[config.mk]
export PLATFORM = sky130hd
export DESIGN_NAME = hilo_md_sched_flat
export DESIGN_NICKNAME = d
export VERILOG_FILES = /design/src/rtl/hilo_md_sched_if.sv /design/src/rtl/hilo_md_sched.sv /design/src/flat_wrapper.sv
export SDC_FILE = /design/constraint.sdc
export NUM_CORES = 1
export LEC_CHECK = 0
export CAP_MARGIN = 10
export CORE_ASPECT_RATIO = 0.75
export CORE_UTILIZATION = 40
export DETAILED_ROUTE_END_ITERATION = 6
export DONT_BUFFER_PORTS = 1
export GPL_TIMING_DRIVEN = 1
export PLACE_DENSITY = 0.6
export SYNTH_ARGS = -nofsm -noshare
export SYNTH_HDL_FRONTEND = slang
export SYNTH_SLANG_ARGS = --single-unit
[constraint.sdc]
create_clock -name clk -period 5.25 [get_ports clk]
set_clock_uncertainty 0.1 [all_clocks]
set_input_delay 1.05 -clock clk [delete_from_list [all_inputs] [get_ports clk]]
set_output_delay 1.05 -clock clk [all_outputs]
set_load 0.01 [all_outputs]
[src/rtl/hilo_md_sched_if.sv]
// E-stage HI/LO sequencing bus: operation request, pipeline hints and
// the controller's latched operands, strobes and stall.
interface hilo_md_sched_if;
  logic        in_opValid;
  logic [2:0]  in_op;
  logic [31:0] in_num1;
  logic [31:0] in_num2;
  logic        in_dUsesHilo;
  logic        in_flush;
  logic        out_start;
  logic [2:0]  out_op;
  logic [31:0] out_num1;
  logic [31:0] out_num2;
  logic        out_busy;
  logic        out_commit;
  logic        out_hiWe;
  logic        out_loWe;
  logic        out_stallD;
  logic        out_protoErr;

  modport master (
    output in_opValid, in_op, in_num1, in_num2, in_dUsesHilo, in_flush,
    input  out_start, out_op, out_num1, out_num2, out_busy, out_commit,
           out_hiWe, out_loWe, out_stallD, out_protoErr
  );

  modport slave (
    input  in_opValid, in_op, in_num1, in_num2, in_dUsesHilo, in_flush,
    output out_start, out_op, out_num1, out_num2, out_busy, out_commit,
           out_hiWe, out_loWe, out_stallD, out_protoErr
  );
endinterface

[src/rtl/hilo_md_sched.sv]
// HI/LO multiply/divide sequencer: latches one md op, counts its fixed
// latency, strobes commit, and stalls D-stage users of HI/LO meanwhile.
module hilo_md_sched #(
  parameter int unsigned MULT_LAT = 5,
  parameter int unsigned DIV_LAT  = 10,
  parameter int unsigned CW       = 4
) (
  input  logic           clk,
  input  logic           reset,
  hilo_md_sched_if.slave md
);

  typedef enum logic {IDLE, RUN} state_t;

  localparam logic [CW-1:0] MULT_CNT = CW'(MULT_LAT - 1);
  localparam logic [CW-1:0] DIV_CNT  = CW'(DIV_LAT - 1);

  state_t        r_state, w_state_nx;
  logic [CW-1:0] r_cnt, w_cnt_nx;
  logic [2:0]    r_op, w_op_nx;
  logic [31:0]   r_num1, w_num1_nx;
  logic [31:0]   r_num2, w_num2_nx;
  logic          r_start, w_start_nx;
  logic          r_protoErr, w_protoErr_nx;

  logic w_idle, w_run, w_isMd, w_isAny, w_accept, w_commit;

  assign w_idle   = (r_state == IDLE);
  assign w_run    = (r_state == RUN);
  assign w_isMd   = md.in_opValid && (md.in_op >= 3'd1) && (md.in_op <= 3'd4);
  assign w_isAny  = md.in_opValid && (md.in_op >= 3'd1) && (md.in_op <= 3'd6);
  assign w_accept = w_idle && w_isMd && !md.in_flush;
  assign w_commit = w_run && (r_cnt == '0) && !md.in_flush;

  always_ff @(posedge clk) begin
    if (!reset) begin
      r_state    <= IDLE;
      r_cnt      <= '0;
      r_op       <= '0;
      r_num1     <= '0;
      r_num2     <= '0;
      r_start    <= 1'b0;
      r_protoErr <= 1'b0;
    end else begin
      r_state    <= w_state_nx;
      r_cnt      <= w_cnt_nx;
      r_op       <= w_op_nx;
      r_num1     <= w_num1_nx;
      r_num2     <= w_num2_nx;
      r_start    <= w_start_nx;
      r_protoErr <= w_protoErr_nx;
    end
  end

  always_comb begin
    w_state_nx    = r_state;
    w_cnt_nx      = r_cnt;
    w_op_nx       = r_op;
    w_num1_nx     = r_num1;
    w_num2_nx     = r_num2;
    w_start_nx    = 1'b0;
    w_protoErr_nx = r_protoErr;
    case (r_state)
      IDLE: begin
        if (w_accept) begin
          w_state_nx = RUN;
          w_op_nx    = md.in_op;
          w_num1_nx  = md.in_num1;
          w_num2_nx  = md.in_num2;
          w_cnt_nx   = (md.in_op >= 3'd3) ? DIV_CNT : MULT_CNT;
          w_start_nx = 1'b1;
        end
      end
      RUN: begin
        // Flush outranks both the protocol check and normal completion.
        if (md.in_flush) begin
          w_state_nx = IDLE;
          w_cnt_nx   = '0;
        end else begin
          if (w_isAny) w_protoErr_nx = 1'b1;
          if (r_cnt == '0) w_state_nx = IDLE;
          else             w_cnt_nx   = r_cnt - 1'b1;
        end
      end
      default: begin
        w_state_nx = IDLE;
        w_cnt_nx   = '0;
      end
    endcase
  end

  // Outputs are forced low while reset is held, including combinational strobes.
  assign md.out_start    = reset & r_start;
  assign md.out_op       = reset ? r_op   : '0;
  assign md.out_num1     = reset ? r_num1 : '0;
  assign md.out_num2     = reset ? r_num2 : '0;
  assign md.out_busy     = reset & w_run;
  assign md.out_commit   = reset & w_commit;
  assign md.out_hiWe     = reset & w_idle & md.in_opValid & (md.in_op == 3'd5) & !md.in_flush;
  assign md.out_loWe     = reset & w_idle & md.in_opValid & (md.in_op == 3'd6) & !md.in_flush;
  assign md.out_stallD   = reset & md.in_dUsesHilo & (w_run | (w_idle & w_isMd));
  assign md.out_protoErr = reset & r_protoErr;

endmodule

[src/flat_wrapper.sv]
// flat-port wrapper written by rule: the top's interface ports become plain ports
module hilo_md_sched_flat 
#(
  parameter int unsigned MULT_LAT = 5,
  parameter int unsigned DIV_LAT  = 10,
  parameter int unsigned CW       = 4
)
  (clk, reset, md_in_opValid, md_in_op, md_in_num1, md_in_num2, md_in_dUsesHilo, md_in_flush, md_out_start, md_out_op, md_out_num1, md_out_num2, md_out_busy, md_out_commit, md_out_hiWe, md_out_loWe, md_out_stallD, md_out_protoErr);
  hilo_md_sched_if md_i ();
  input  logic clk;
  input  logic reset;
  input wire logic [$bits(md_i.in_opValid)-1:0] md_in_opValid;
  input wire logic [$bits(md_i.in_op)-1:0] md_in_op;
  input wire logic [$bits(md_i.in_num1)-1:0] md_in_num1;
  input wire logic [$bits(md_i.in_num2)-1:0] md_in_num2;
  input wire logic [$bits(md_i.in_dUsesHilo)-1:0] md_in_dUsesHilo;
  input wire logic [$bits(md_i.in_flush)-1:0] md_in_flush;
  output wire logic [$bits(md_i.out_start)-1:0] md_out_start;
  output wire logic [$bits(md_i.out_op)-1:0] md_out_op;
  output wire logic [$bits(md_i.out_num1)-1:0] md_out_num1;
  output wire logic [$bits(md_i.out_num2)-1:0] md_out_num2;
  output wire logic [$bits(md_i.out_busy)-1:0] md_out_busy;
  output wire logic [$bits(md_i.out_commit)-1:0] md_out_commit;
  output wire logic [$bits(md_i.out_hiWe)-1:0] md_out_hiWe;
  output wire logic [$bits(md_i.out_loWe)-1:0] md_out_loWe;
  output wire logic [$bits(md_i.out_stallD)-1:0] md_out_stallD;
  output wire logic [$bits(md_i.out_protoErr)-1:0] md_out_protoErr;
  assign md_i.in_opValid = md_in_opValid;
  assign md_i.in_op = md_in_op;
  assign md_i.in_num1 = md_in_num1;
  assign md_i.in_num2 = md_in_num2;
  assign md_i.in_dUsesHilo = md_in_dUsesHilo;
  assign md_i.in_flush = md_in_flush;
  assign md_out_start = md_i.out_start;
  assign md_out_op = md_i.out_op;
  assign md_out_num1 = md_i.out_num1;
  assign md_out_num2 = md_i.out_num2;
  assign md_out_busy = md_i.out_busy;
  assign md_out_commit = md_i.out_commit;
  assign md_out_hiWe = md_i.out_hiWe;
  assign md_out_loWe = md_i.out_loWe;
  assign md_out_stallD = md_i.out_stallD;
  assign md_out_protoErr = md_i.out_protoErr;
  hilo_md_sched #(.MULT_LAT(MULT_LAT), .DIV_LAT(DIV_LAT), .CW(CW)) u_core (.clk(clk), .reset(reset), .md(md_i));
endmodule
==> run_results.csv <==
group,metric,value,unit
worst_setup_path,cp.arrival,1.88,ns
worst_setup_path,r2r_slack,2.81,ns
clock_tree,cts_hold_buf,0,
flow_run,cap_violations,0,
layout,fill_cells,797,
yosys,ys_top_cells_by_area,"dfxtp_1, nand2_1, and2_1",
yosys,yosysTopAreaCellShare,0.4616,
worst_setup_path,path_max_fanout,4,
global_route,antenna_found_initial,0,
sta,tns,0,ns
pwr,power,0.001213,W
yosys,ys.warnings.count,0,
worst_setup_path,rr_startpoint,"u_core.r_state",
global_route,grt_pass1_wl,11540,um
worst_setup_path,slowest_stage,"nor3b_1",
pwr,p_per_area,350.7,nW/um^2
clock_tree,clkTransAtPathRegs,0.07,ns
placed_design,gp_congestion,0.7527,
worst_setup_path,cp.required,4.10,ns
worst_setup_path,endpoint_kind,"output port",
yosys,async_reset_ff_frac,0,
sta,finalCritPeriodShare,0.5778,
yosys,syn_area,3209,um^2
layout,syn2layout_area_growth,7.758,%
die,ios,146,
outcome,outcome,"finished, final reports clean",
yosys,ys.flop_type,"dfxtp_1",
die,die-area,8389,um^2
sta,worst_slew_margin_rel,0.4264,
clock_tree,cts_max_path_buffers,2,
clock_tree,tritoncts,"yes",
route,antenna_left,0,
route,drt_wl_total,7183,um
layout,diodes,0,
global_route,gr-total-overflow,0,
global_route,track_usage,0.1753,
clock_tree,h-tree-depth,3,
layout,stdcell_count,512,
route,wire_per_inst,14.03,um
route,drc,0,
clock_tree,cts_made_buffers,9,
yosys,syn_nets,498,
clock_tree,clock_sinks,74,
worst_setup_path,crit_path_cell_trace,"nor3b_2 -> nand3_1 -> nor3b_1",
placed_design,hpwl,4552,um
pwr,p_leak,1.234,nW
min_path,min_path_type,"reg2reg",
yosys,ys_ff_latch,74,
yosys,syn_avg_cell_area,7.569,um^2
clock_tree,cts_root_buf,"clkbuf_8",
yosys,synth_edf_count,0,
die,rows,27,
yosys,yosysMostFrequentCell,"nand2_1",
placed_design,port-buffer-count,0,
yosys,synth_top_area_cell,"dfxtp_1",
die,die_w,105.4,um
yosys,yosysUniqueCellTypes,31,
yosys,ys_top_cells_by_count,"nand2_1, dfxtp_1, a21oi_1",
layout,final_nets,480,
sta,rsz0062_at_grt,"no",
global_route,grt_pass1_vias,2521,
yosys,ys_seq_area_frac,0.4616,
worst_setup_path,cp-startpoint,"md_in_flush",
route,firstDrtPassIters,4,
sta,slew_violations,0,
clock_tree,clock_latency,0.34,ns
sta,max_freq,0.3297,GHz
sta,holdWs,0.3496,ns
min_path,worstHoldStart,"u_core.r_num1[22]",
pwr,ir_worst_vdd,0.0001693,V
worst_setup_path,start_kind,"input port",
die,core_area,7567,um^2
die,start_util,0.4241,
route,drt-vias-per-instance,5.230,
sta,fin_crit,3.033,ns
layout,drive_gt1_frac,0.05353,
global_route,grt_max_degree,76,
placed_design,place_inst,495,
worst_setup_path,critPathKind,"in2out",
layout,post-route-util,0.4570,
yosys,synth_cells,424,
sta,tightest_slew,0.8593,ns
clock_tree,cts_setup_buffers,0,
sta,setup_viol,0,
sta,hold_viol_final,0,
clock_tree,cts_resized,0,
die,dieHeight,79.57,um
route,vias,2678,
route,drt-initial-drc-count,119,
worst_setup_path,max_stage_delay,0.38,ns
critical path: cells and delay by family:
kind	cells	cell delay (ns)
simple gates	3	0.83
metrics by stage:
| stage | cell area [um^2] | setup WS (ns) |
|---|---|---|
| 2_1_floorplan | 3209 | 2.320 |
| 3_3_place_gp | 3194 | 2.220 |
| 3_5_place_dp | 3194 | 2.162 |
| 4_1_cts | 3438 | 2.222 |
| 5_1_grt | 3458 | 2.125 |
| 6_report | 3458 | 2.217 |
metal layers:
metal | wire, um | vias to the layer above | GRT usage
li1 | - | 1315 | -
met4 | 112 | 0 | 0.08028
met5 | 0 | - | 0
met2 | 3144 | 96 | 0.2974
met1 | 3328 | 1258 | 0.1983
met3 | 598 | 9 | 0.06367
registers in the layout, indices dropped and copies added (netlist names):
signal	cells
u_core.r_cnt	4
u_core.r_num1	32
u_core.r_num2	32
u_core.r_op	3
u_core.r_protoErr	1
u_core.r_start	1
u_core.r_state	1
layout make-up:
| class | count | area, um^2 | share of cell area |
|---|---|---|---|
| Timing Repair Buffer | 3 | 35.03 | 0.01013 |
| Inverter | 4 | 15.01 | 0.004342 |
| Multi-Input combinational cell | 314 | 1556 | 0.4501 |
| Clock inverter | 4 | 98.84 | 0.02858 |
| Sequential cell | 74 | 1481 | 0.4284 |
| Clock buffer | 12 | 145.1 | 0.04197 |
| Tap cell | 101 | 126.4 | 0.03654 |
path summary, 6_finish.rpt:
check	to	depth (start not counted)
max	md_out_loWe	3
min	u_core.r_num1[22]	2
max reg2reg	u_core.r_num1[25]	5
min reg2reg	u_core.r_num1[22]	2
kinds of logic (layout without fill, tap and decap cells):
group / count (synthesis) / count (layout) / synth area share
adder cells (fa/ha/maj): 2 / 2 / 0.007796
buffers and inverters: 36 / 23 / 0.05380
flip-flops: 74 / 74 / 0.4616
AO/OA/AOI/OAI: 82 / 82 / 0.1361
AND/OR/NAND/NOR: 230 / 230 / 0.3407
report_power, final:
part | switching [W] | internal [W]
combinational | 0.0000561 | 0.0000285
sequential | 0.0000102 | 0.000583
clock | 0.000205 | 0.000330
total | 0.000271 | 0.000942
layout by cell type (no fill, tap or decap), types with 2 or more instances in the layout:
cell	n
clkbuf_8	10
ha_1	2
a21oi_1	71
clkbuf_1	2
nand2b_1	2
nand2_1	139
o21ai_0	2
nor2_1	6
dfxtp_1	74
or3_1	3
nor3b_1	2
a31oi_1	2
buf_4	2
inv_1	3
o22ai_1	2
nand3_1	2
and2_1	69
bufinv_16	3
Power figures use the tool's default switching activity.
